--- config.mk ---
export PLATFORM = sky130hd
export DESIGN_NAME = rs_alu
export DESIGN_NICKNAME = d
export VERILOG_FILES = /design/src/rtl/rs_alu.sv
export SDC_FILE = /design/constraint.sdc
export NUM_CORES = 1
export LEC_CHECK = 0
export CORE_MARGIN = 5
export CORE_UTILIZATION = 45
export DETAILED_ROUTE_END_ITERATION = 12
export PLACE_DENSITY_LB_ADDON = 0.25
export SLEW_MARGIN = 20
export SYNTH_ARGS = -nofsm -noshare
export SYNTH_HDL_FRONTEND = slang
export SYNTH_SLANG_ARGS = --single-unit
--- constraint.sdc ---
create_clock -name clk1 -period 6 [get_ports clk1]
set_input_delay 0.9 -clock clk1 [delete_from_list [all_inputs] [get_ports clk1]]
set_output_delay 0.9 -clock clk1 [all_outputs]
set_load 0.1 [all_outputs]
--- src/rtl/rs_alu.sv ---
// rs_alu: integer ALU reservation station with CDB snoop, age-matrix oldest-ready
// select and a registered valid/ready dispatch stage. Define RS_OCC_EN for the occupancy port.
module rs_alu #(
    parameter int unsigned DEPTH  = 4,
    parameter int unsigned DATA_W = 8,
    parameter int unsigned TAG_W  = 3,
    parameter int unsigned FUNC_W = 4,
    parameter int unsigned RD_W   = 4
) (
    input  logic              clk1,
    input  logic              rst_n,
    input  logic              flush,
    input  logic              iss_valid,
    output logic              iss_ready,
    input  logic [FUNC_W-1:0] iss_func,
    input  logic [RD_W-1:0]   iss_rd,
    input  logic [TAG_W-1:0]  iss_rob,
    input  logic [DATA_W-1:0] iss_v1,
    input  logic [DATA_W-1:0] iss_v2,
    input  logic [TAG_W-1:0]  iss_q1,
    input  logic [TAG_W-1:0]  iss_q2,
    input  logic              iss_p1,
    input  logic              iss_p2,
    input  logic              cdb_valid,
    input  logic [TAG_W-1:0]  cdb_tag,
    input  logic [DATA_W-1:0] cdb_data,
    output logic              ex_valid,
    input  logic              ex_ready,
    output logic [DATA_W-1:0] ex_rs1_data,
    output logic [DATA_W-1:0] ex_rs2_data,
    output logic [FUNC_W-1:0] ex_func,
    output logic [TAG_W-1:0]  ex_rob_ind,
    output logic [RD_W-1:0]   ex_rd
`ifdef RS_OCC_EN
    ,
    output logic [$clog2(DEPTH+1)-1:0] occupancy
`endif
);
    localparam int unsigned IDX_W = $clog2(DEPTH);

    typedef struct packed {
        logic              busy;
        logic [FUNC_W-1:0] func;
        logic [RD_W-1:0]   rd;
        logic [TAG_W-1:0]  rob;
        logic [DATA_W-1:0] v1;
        logic [TAG_W-1:0]  q1;
        logic              p1;
        logic [DATA_W-1:0] v2;
        logic [TAG_W-1:0]  q2;
        logic              p2;
    } entry_t;

    entry_t           ent_q [DEPTH];
    entry_t           ent_d [DEPTH];
    // age_q[i][j] set means entry i is older than entry j (valid among busy entries)
    logic [DEPTH-1:0] age_q [DEPTH];
    logic [DEPTH-1:0] age_d [DEPTH];

    logic [DEPTH-1:0] rdy;
    logic [DEPTH-1:0] oldest;
    logic             sel_vld;
    logic [IDX_W-1:0] sel_idx;
    logic [IDX_W-1:0] free_idx;
    logic             iss_fire;
    logic             load;
    logic             bp1;
    logic             bp2;

    logic              ex_valid_q, ex_valid_d;
    logic [DATA_W-1:0] ex_rs1_q, ex_rs1_d;
    logic [DATA_W-1:0] ex_rs2_q, ex_rs2_d;
    logic [FUNC_W-1:0] ex_func_q, ex_func_d;
    logic [TAG_W-1:0]  ex_rob_q, ex_rob_d;
    logic [RD_W-1:0]   ex_rd_q, ex_rd_d;

    always_comb begin
        for (int unsigned i = 0; i < DEPTH; i++)
            rdy[i] = ent_q[i].busy && !ent_q[i].p1 && !ent_q[i].p2;
    end

    always_comb begin
        oldest = rdy;
        for (int unsigned i = 0; i < DEPTH; i++)
            for (int unsigned j = 0; j < DEPTH; j++)
                if (i != j && rdy[j] && !age_q[i][j]) oldest[i] = 1'b0;
    end

    always_comb begin
        sel_vld = |oldest;
        sel_idx = '0;
        for (int unsigned i = 0; i < DEPTH; i++)
            if (oldest[i]) sel_idx = IDX_W'(i);
    end

    always_comb begin
        iss_ready = 1'b0;
        free_idx  = '0;
        for (int unsigned i = DEPTH; i > 0; i--)
            if (!ent_q[i-1].busy) begin
                iss_ready = 1'b1;
                free_idx  = IDX_W'(i - 1);
            end
    end

    assign iss_fire = iss_valid && iss_ready && !flush;
    assign load     = sel_vld && (!ex_valid_q || ex_ready);
    assign bp1      = iss_p1 && cdb_valid && (cdb_tag == iss_q1);
    assign bp2      = iss_p2 && cdb_valid && (cdb_tag == iss_q2);

    always_comb begin
        for (int unsigned i = 0; i < DEPTH; i++) begin
            ent_d[i] = ent_q[i];
            age_d[i] = age_q[i];
            if (cdb_valid && ent_q[i].busy) begin
                if (ent_q[i].p1 && ent_q[i].q1 == cdb_tag) begin
                    ent_d[i].v1 = cdb_data;
                    ent_d[i].p1 = 1'b0;
                end
                if (ent_q[i].p2 && ent_q[i].q2 == cdb_tag) begin
                    ent_d[i].v2 = cdb_data;
                    ent_d[i].p2 = 1'b0;
                end
            end
            if (load && sel_idx == IDX_W'(i)) ent_d[i].busy = 1'b0;
            if (iss_fire && free_idx == IDX_W'(i)) begin
                ent_d[i].busy = 1'b1;
                ent_d[i].func = iss_func;
                ent_d[i].rd   = iss_rd;
                ent_d[i].rob  = iss_rob;
                ent_d[i].q1   = iss_q1;
                ent_d[i].q2   = iss_q2;
                ent_d[i].v1   = bp1 ? cdb_data : iss_v1;
                ent_d[i].v2   = bp2 ? cdb_data : iss_v2;
                ent_d[i].p1   = iss_p1 && !bp1;
                ent_d[i].p2   = iss_p2 && !bp2;
                age_d[i]      = '0;
            end else if (iss_fire) begin
                age_d[i][free_idx] = 1'b1;
            end
            if (flush) ent_d[i].busy = 1'b0;
        end
    end

    always_comb begin
        ex_valid_d = ex_valid_q;
        ex_rs1_d   = ex_rs1_q;
        ex_rs2_d   = ex_rs2_q;
        ex_func_d  = ex_func_q;
        ex_rob_d   = ex_rob_q;
        ex_rd_d    = ex_rd_q;
        if (load) begin
            ex_valid_d = 1'b1;
            ex_rs1_d   = ent_q[sel_idx].v1;
            ex_rs2_d   = ent_q[sel_idx].v2;
            ex_func_d  = ent_q[sel_idx].func;
            ex_rob_d   = ent_q[sel_idx].rob;
            ex_rd_d    = ent_q[sel_idx].rd;
        end else if (ex_ready) begin
            ex_valid_d = 1'b0;
        end
        if (flush) ex_valid_d = 1'b0;
    end

    always_ff @(posedge clk1 or negedge rst_n) begin
        if (!rst_n) begin
            for (int unsigned i = 0; i < DEPTH; i++) begin
                ent_q[i] <= '0;
                age_q[i] <= '0;
            end
            ex_valid_q <= 1'b0;
            ex_rs1_q   <= '0;
            ex_rs2_q   <= '0;
            ex_func_q  <= '0;
            ex_rob_q   <= '0;
            ex_rd_q    <= '0;
        end else begin
            for (int unsigned i = 0; i < DEPTH; i++) begin
                ent_q[i] <= ent_d[i];
                age_q[i] <= age_d[i];
            end
            ex_valid_q <= ex_valid_d;
            ex_rs1_q   <= ex_rs1_d;
            ex_rs2_q   <= ex_rs2_d;
            ex_func_q  <= ex_func_d;
            ex_rob_q   <= ex_rob_d;
            ex_rd_q    <= ex_rd_d;
        end
    end

    assign ex_valid    = ex_valid_q;
    assign ex_rs1_data = ex_rs1_q;
    assign ex_rs2_data = ex_rs2_q;
    assign ex_func     = ex_func_q;
    assign ex_rob_ind  = ex_rob_q;
    assign ex_rd       = ex_rd_q;

`ifdef RS_OCC_EN
    localparam int unsigned OCC_W = $clog2(DEPTH + 1);

    logic [OCC_W-1:0] occ_q, occ_d;

    always_comb begin
        occ_d = occ_q;
        if (flush)                 occ_d = '0;
        else if (iss_fire && !load) occ_d = occ_q + OCC_W'(1);
        else if (!iss_fire && load) occ_d = occ_q - OCC_W'(1);
    end

    always_ff @(posedge clk1 or negedge rst_n) begin
        if (!rst_n) occ_q <= '0;
        else        occ_q <= occ_d;
    end

    assign occupancy = occ_q;
`endif

endmodule

==> results of run 1 <==
-- state kept, by name, summed over array words and instances (netlist names) --
name         flops
ex_valid         1
age_q           12
ex_rs2_data      8
ent_q          144
ex_func          4
ex_rob_ind       3
ex_rs1_data      8
ex_rd            4
-- worst reg2reg max path: stages, from the launching register on --
cell and delay [ns]:
dfrtp_1 0.58, or3b_1 0.39, or4_4 0.83, a41oi_4 0.28
buf_4 0.55, nor2_1 0.11, a31oi_1 0.19
-- metrics by stage --
stage	setup WS (ns)	area [um2]	hold slack, ns
2_1_floorplan	3.660	8586	0.4396
3_3_place_gp	2.614	9482	0.4525
3_5_place_dp	2.559	9482	0.4583
4_1_cts	2.782	10080	0.4742
5_1_grt	2.717	10080	0.4967
6_report	2.778	10080	0.4681
-- power by group --
group / switching [mW] / internal, mW / total [mW]
Sequential: 0.222 / 1.58 / 1.80
Clock: 0.475 / 0.684 / 1.16
Combinational: 1.03 / 0.432 / 1.46
-- placed cells by master (no fill, tap or decap), types with 3 or more instances in the layout --
master | synthesis | routed
a31o_1 | 3 | 3
inv_1 | 6 | 6
mux2_2 | 11 | 11
buf_4 | 2 | 11
or4b_2 | 3 | 3
or2_2 | 10 | 10
nor4_1 | 11 | 10
o22ai_1 | 72 | 72
dfrtp_1 | 184 | 184
nand4_1 | 3 | 3
xor2_1 | 30 | 30
nand3_1 | 8 | 8
clkinv_2 | 0 | 3
or4_1 | 3 | 3
nand2_1 | 281 | 281
nor2_1 | 171 | 168
clkdlybuf4s50_1 | 0 | 79
clkbuf_16 | 0 | 17
or3b_1 | 3 | 3
bufinv_16 | 0 | 3
clkbuf_8 | 0 | 3
nor4b_1 | 9 | 9
o21ai_0 | 30 | 30
a21oi_1 | 9 | 9
a31oi_1 | 27 | 27
a31o_2 | 26 | 26
nand2b_1 | 4 | 3
nor2_2 | 0 | 3
-- kinds of logic after synthesis --
| group | count (synthesis) |
|---|---|
| AO/OA/AOI/OAI | 171 |
| buffers and inverters | 72 |
| AND/OR/NAND/NOR | 516 |
| XOR/XNOR | 30 |
| flip-flops | 184 |
| multiplexers | 11 |
-- path summary, 6_finish.rpt --
path                                  from        endpoint  depth (start not counted)
worst max-delay path            ent_q[107]       iss_ready                          2
max in group asynchronous            rst_n        ent_q[7]                          2
worst min register to register   ent_q[70]       ent_q[70]                          2
min in group asynchronous            rst_n  ex_rs2_data[1]                          1
worst min-delay path             ent_q[70]       ent_q[70]                          2
worst max register to register   ent_q[71]  ex_rs1_data[6]                          6
-- layout make-up --
cell class / count / area [um2] / area share [%]
timing repair buffer: 91 / 884.6 / 8.776
inverter: 7 / 26.28 / 0.2607
clock inverter: 8 / 121.4 / 1.204
multi-input combinational: 728 / 3676 / 36.47
tap: 234 / 292.8 / 2.905
sequential: 184 / 4604 / 45.68
clock buffer: 22 / 474.2 / 4.705
-- layer usage --
layer | GRT usage (%) | part of all wire [%] | routed length, um
met4 | 7.113 | 2.3 | 570
met3 | 4.601 | 7.0 | 1740
met5 | 0 | 0 | 0
met1 | 31.50 | 43 | 10760
met2 | 37.68 | 47 | 11710
==> results.yml, run 1 <==
sta:
  slew_headroom_pct: 34.73
  layout_min_cycle_time_ns: 3.222
  drv_slew: 0
  setup_violations: 0
  final.setup.tns_ns: 0
  final.period_utilization_pct: 53.69
  fmax_mhz: 310.4
  worstMarginPinSlew_ns: 0.9760
  fin_worst_skew_ns: 0.01024
  rsz0062_at_grt: "no"
  finalHoldViolations: 0
routing:
  first_pass_iters: 6
  avgViaCountPerCell: 5.813
  route.detailed.drc: 0
  ant_nets: 0
  wl_um: 24770
  num_vias: 7406
  avgRoutedWirePerCell_um: 19.45
  dr.first_iter.drc_count: 577
floorplan:
  die_height_um: 148.1
  die_w_um: 148.1
  initial_utilization_pct: 45.75
  core_um2: 18770
  rows: 50
  ios: 81
  die-area_um2: 21940
cells_and_area:
  post-route-util_pct: 53.71
  fin_cells: 1274
  num-fill-cells: 1711
  areaGrowthSynthToFinish_pct: 17.40
  fin_nets: 1081
  diodes: 0
  drive_gt1_share_pct: 9.423
synthesis:
  yosysTopAreaCell: "dfrtp_1"
  ys_types: 38
  synth_adder_area_share_pct: 0
  yosysMostFrequentCell: "nand2_1"
  avgSynthCellArea_um2: 8.725
  synth_top_family_by_area: "simple AND/OR/NAND/NOR gates"
  synth_top_area_share_pct: 53.63
  synth_compound_area_share_pct: 13.07
  synth_ff_type: "dfrtp_1"
  postSynthCellCount: 984
  ys_ff_latch: 184
  synth_area_leaders: "dfrtp_1 (54%), nand2_1 (12%), nor2_1 (7.5%)"
  muxShareOfSynthArea_pct: 1.443
  ys_top_cells_by_count: "nand2_1 (281), dfrtp_1 (184), nor2_1 (171), o22ai_1 (72), clkbuf_1 (38)"
  async_flop_share_pct: 100.0
  yosys_warnings: 0
  syn_area_um2: 8586
  synth_edf_count: 0
  yosys.area_share.xor_xnor_pct: 3.060
  ys_seq_area_share_pct: 53.63
  syn_nets: 1036
  yosys.area_share.simple_pct: 25.05
clock_tree:
  cts_tree: "yes"
  path_clk_slew_ns: 0.07
  root_buffer: "clkbuf_16"
  postCtsHoldBufs: 0
  clkSinkCount: 184
  cts_resized: 0
  htreeDepth: 4
  post_cts_buffers: 0
  cts_buffers: 17
  clock_path_buffers: 2
  clk_latency_ns: 0.43
min_path:
  hp-class: "reg2reg"
global_routing:
  antenna_found_initial: 0
  grt_pass1_wl_um: 40070
  grt_max_degree: 83
  overflow: 0
  grt_usage_pct: 23.12
  grt_pass1_vias: 7294
setup_path:
  critPathMaxFanout: 14
  rrSetupSlack_ns: 3.00
  worstPathRequired_ns: 5.10
  worst_ep_arrival_time_ns: 2.32
  startpoint_type: "flip-flop"
  cp-end-kind: "output port"
  cpMaxStageDelayCell: "clkdlybuf4s50_1"
  slowest_delay_ns: 1.15
  crit_family: "buffers and inverters"
  path_buf_inv: 1
  path_cells: "nand4_1 -> clkdlybuf4s50_1"
  path_class: "reg2out"
pwr:
  ir_drop_v: 0.0002777
  leakage_nw: 4.640
  power.total_mw: 4.421
  powerDensity_nw_per_um2: 438.6
job:
  max-cap-violations: 0
run_status:
  status: "finished clean"
placement:
  dpl.hpwl_um: 15710
  placedCellCount: 1244
  gp_congestion: 0.8572
  portBuffers: 80
No activity file was read; power rests on OpenSTA's default activity.
==> run 2, diff against run 1 <==
Clock period 6 ns to 2.6 ns, I/O delays scaled along.
==> results.yml, run 2 (same netlist as run 1, synthesis figures left out) <==
routing:
  dr.first_iter.drc_count: 430
  ant_nets: 0
  avgRoutedWirePerCell_um: 19.28
  first_pass_iters: 7
  wl_um: 25230
  num_vias: 7428
  avgViaCountPerCell: 5.675
  route.detailed.drc: 0
cells_and_area:
  regArea_um2: 4604
  layout_common_cells: "nand2_1 (281), dfrtp_1 (184), nor2_1 (168)"
  fin_nets: 1116
  diodes: 0
  drive_gt1_share_pct: 14.98
  multi_input_area_um2: 3674
  areaGrowthSynthToFinish_pct: 20.71
  top_register: "ent_q"
  fin_area_um2: 10360
  top_regs: "ent_q x144, age_q x12"
  layout_commonest_cell: "nand2_1"
  num-fill-cells: 1704
  largest_register_ffs: 144
placement:
  dp_slack_ns: -0.05262
  dpl.hpwl_um: 16550
  placed_area_um2: 9789
  portBuffers: 80
  gp_congestion: 0.8763
min_path:
  hp-class: "reg2reg"
  min-delay-start: "ent_q[70]"
  hold_path_end: "ent_q[70]"
  min_path_cells: 2
clock_tree:
  cts_resized: 0
  cts_buffers: 17
  path_clk_slew_ns: 0.07
  htreeDepth: 4
  cts_tree: "yes"
  clkSinkCount: 184
  clock_path_buffers: 2
  clk_latency_ns: 0.43
  root_buffer: "clkbuf_16"
floorplan:
  rows: 50
  die-area_um2: 21940
  die_w_um: 148.1
  core_um2: 18770
  initial_utilization_pct: 45.75
  die_height_um: 148.1
  ios: 81
setup_path:
  rr_worst_depth: 6
  path_class: "reg2reg"
  slowest_delay_ns: 0.66
  cp-end-kind: "flip-flop"
  cpMaxStageDelayCell: "or4_4"
  worstPathRequired_ns: 2.95
  cp-startpoint: "ent_q[12]"
  rr_startpoint: "ent_q[12]"
  rrSetupSlack_ns: 0.22
  crit_family: "simple AND/OR/NAND/NOR gates"
  critPathMaxFanout: 42
  path_buf_inv: 1
  path_cells: "or3b_1 -> or4_4 -> a41oi_4 -> buf_12 -> nor2_1 -> a31oi_1"
  timing.rr.end: "ex_rs2_data[2]"
  worst_ep_arrival_time_ns: 2.72
  startpoint_type: "flip-flop"
global_routing:
  overflow: 0
  grt_usage_pct: 23.73
  antenna_found_initial: 0
  grt_pass1_vias: 7492
  grt_max_degree: 50
  grt_pass1_wl_um: 40940
sta:
  layout_min_cycle_time_ns: 2.377
  slew_headroom_pct: 39.71
  drv_slew: 0
  finalHoldViolations: 0
  fin_worst_skew_ns: 0.01032
  final.period_utilization_pct: 91.43
  setup_violations: 0
  setup_ws_ns: 0.2229
  rsz0062_at_grt: "no"
  worstMarginPinSlew_ns: 0.9043
  fmax_mhz: 420.7
pwr:
  power.internal_mw: 6.063
  clkPwrFrac_pct: 25.2
  p_sw_mw: 4.016
  power_frac_seq_pct: 41.3
  power.total_mw: 10.08
  leakage_nw: 4.857
  ir_drop_v: 0.0006659
  powerDensity_nw_per_um2: 972.5
  combinationalPowerShare_pct: 33.5
  swShare_pct: 39.85
run_status:
  status: "finished clean"
job:
  max-cap-violations: 0
run 2: cell types whose count changed in the layout (fill, tap and decap cells not counted), sizes merged:
cell	change
bufinv	-2
dlygate4sd3	+1
clkbuf	+1
clkdlybuf4s50	-29
buf	+63
inv	+1
run 2: worst max-delay path by stage:
stage	endpoint	cells past startpoint	slack [ns]
detailed placement	ent_q[113]	7	-0.05
CTS	ex_rs2_data[2]	6	0.24
global placement	ent_q[118]	7	-0.01
global route	ex_rs2_data[0]	6	0.13
floorplan	ex_func[2]	5	0.44
finish	ex_rs2_data[2]	6	0.22
run 2: timing repair:
item | CTS | global route
hold endpoints to repair | 45 | 0
setup buffers | 0 | 0
hold buffers | 1 | 0
run 2: tightest hold or removal path, stage by stage (launching register included):
cell and delay (ns):
dfrtp_1 0.34, nand2_1 0.05, nand2_1 0.05
run 2: layout make-up:
type,count,share of cell area (%)
Multi-Input combinational cell,728,35.45
Clock inverter,7,0.6399
Sequential cell,184,44.43
Timing Repair Buffer,126,11.60
Clock buffer,23,4.805
Inverter,7,0.2535
Tap cell,234,2.825
run 2: routing by layer:
| metal | vias to the layer above | part of all wire (%) | GRT usage, % |
|---|---|---|---|
| met5 | - | 0 | 0 |
| li1 | 3493 | - | - |
| met3 | 44 | 6.9 | 4.997 |
| met2 | 314 | 49 | 38.71 |
| met1 | 3577 | 43 | 31.97 |
| met4 | 0 | 2.0 | 7.575 |
run 2: through the flow:
stage / hold WS, ns / std cells / util [%] / TNS (ns)
4_1_cts: 0.4732 / 1309 / 55.22 / 0
6_report: 0.4690 / 1309 / 55.22 / 0
3_3_place_gp: 0.3757 / 1278 / 52.16 / -0.05405
3_5_place_dp: 0.3799 / 1278 / 52.16 / -0.3440
5_1_grt: 0.4906 / 1309 / 55.22 / 0
2_1_floorplan: 0.09441 / 984 / - / 0
run 2: power by group through the flow:
stage / combinational, mW / sequential (mW) / clock (mW)
after global routing: 3.62 / 4.25 / 2.69
final: 3.38 / 4.16 / 2.54
after global placement: 3.33 / 4.18 / 0
after floorplan: 1.15 / 5.48 / 0
after detailed placement: 3.39 / 4.19 / 0
after CTS: 3.40 / 4.16 / 2.56
==> run 3, diff against run 2 <==
Settings changed: CAP_MARGIN set to 20, REMOVE_ABC_BUFFERS set to 1, SKIP_CTS_REPAIR_TIMING set to 1.
==> results.yml, run 3 (same netlist as run 1, synthesis figures left out) <==
clock_tree:
  clk_latency_ns: 0.43
  htreeDepth: 4
  root_buffer: "clkbuf_16"
  path_clk_slew_ns: 0.07
  clkSinkCount: 184
  clock_path_buffers: 2
  cts_tree: "yes"
  cts_buffers: 17
sta:
  worstMarginPinSlew_ns: 0.8512
  setup_violations: 0
  fin_hold_ws_ns: 0.4680
  slew_headroom_pct: 43.26
  rsz0062_at_grt: "no"
  final.setup.tns_ns: 0
  fmax_mhz: 409.1
  final.period_utilization_pct: 94.01
  finalHoldViolations: 0
  fin_worst_skew_ns: 0.01029
  layout_min_cycle_time_ns: 2.444
  drv_slew: 0
routing:
  first_pass_iters: 5
  ant_nets: 0
  dr.first_iter.drc_count: 500
  wl_um: 24750
  num_vias: 7360
  route.detailed.drc: 0
  avgViaCountPerCell: 5.636
  avgRoutedWirePerCell_um: 18.95
global_routing:
  grt_pass1_vias: 7357
  grt_max_degree: 66
  overflow: 0
  antenna_found_initial: 0
  grt_pass1_wl_um: 39980
  grt_usage_pct: 23.11
floorplan:
  ios: 81
  die_w_um: 148.1
  initial_utilization_pct: 45.75
  die-area_um2: 21940
  rows: 50
  core_um2: 18770
  die_height_um: 148.1
setup_path:
  worstPathRequired_ns: 2.95
  worst_ep_arrival_time_ns: 2.79
  path_class: "reg2reg"
  cp-end-kind: "flip-flop"
  critPathMaxFanout: 55
  startpoint_type: "flip-flop"
cells_and_area:
  top_register: "ent_q"
  largest_register_ffs: 144
  diodes: 0
  areaGrowthSynthToFinish_pct: 20.27
  regArea_um2: 4604
  top_regs: "ent_q x144, age_q x12"
  multi_input_area_um2: 3674
  drive_gt1_share_pct: 14.46
  num-fill-cells: 1732
  layout_commonest_cell: "nand2_1"
  layout_common_cells: "nand2_1 (281), dfrtp_1 (184), nor2_1 (168)"
  fin_nets: 1111
pwr:
  power.total_mw: 10.02
  ir_drop_v: 0.001032
  leakage_nw: 4.830
  powerDensity_nw_per_um2: 970.2
placement:
  dpl.hpwl_um: 15770
  gp_congestion: 0.8540
  portBuffers: 80
run_status:
  status: "finished clean"
job:
  max-cap-violations: 0
min_path:
  hp-class: "reg2reg"
[run 3: cell count changes in the layout (fill, tap and decap cells not counted)]
cell,change
buf_4,-5
buf_6,-1
clkbuf_1,+3
[run 3: power by group]
| group | switching (mW) | total [mW] | leakage (nW) | internal [mW] |
|---|---|---|---|---|
| clock | 1.09 | 2.51 | 0.277 | 1.42 |
| sequential | 0.506 | 4.15 | 2.26 | 3.65 |
| combinational | 2.38 | 3.36 | 2.29 | 0.976 |
| total | 3.98 | 10.0 | 4.83 | 6.04 |
[run 3: critical path, stage by stage (launching register included)]
cell	delay, ns
dfrtp_1	0.55
or3b_1	0.38
or4_1	0.63
a41oi_4	0.28
buf_12	0.28
nor2_1	0.08
a31oi_1	0.14
[run 3: metal layers]
layer  GRT usage [%]  routed length, um  vias up
met5               0                  0        -
met3           5.454               1695       26
met4           5.589                349        0
met2           37.47              11760      271
met1           31.71              10950     3581
li1                -                  -     3482
[run 3: stage by stage]
step / cell area (um2) / util, % / setup WS [ns] / std cells
detailed placement: 9754 / 51.97 / 0.1106 / 1273
global route: 10330 / 55.02 / 0.01351 / 1306
finish: 10330 / 55.02 / 0.1558 / 1306
global placement: 9754 / 51.97 / 0.1372 / 1273
CTS: 10320 / 54.97 / 0.1341 / 1305
floorplan: 8290 / - / -0.8737 / 919
[run 3: layout make-up]
class / count / area share, %
Sequential cell: 184 / 44.59
Multi-Input combinational cell: 728 / 35.57
Timing Repair Buffer: 121 / 11.30
Clock buffer: 25 / 4.798
Tap cell: 234 / 2.835
Clock inverter: 7 / 0.6422
Inverter: 7 / 0.2545
[run 3: path summary, 6_finish.rpt]
check / cells past startpoint / slack (ns) / to / startpoint
setup / recovery: 6 / 0.16 / ex_rs2_data[7] / ent_q[143]
setup reg to reg: 6 / 0.16 / ex_rs2_data[7] / ent_q[143]
min in group asynchronous: 2 / 0.52 / ent_q[53] / rst_n
max in group asynchronous: 3 / 1.34 / ent_q[29] / rst_n
hold / removal: 2 / 0.47 / ent_q[67] / ent_q[67]
hold reg to reg: 2 / 0.47 / ent_q[67] / ent_q[67]
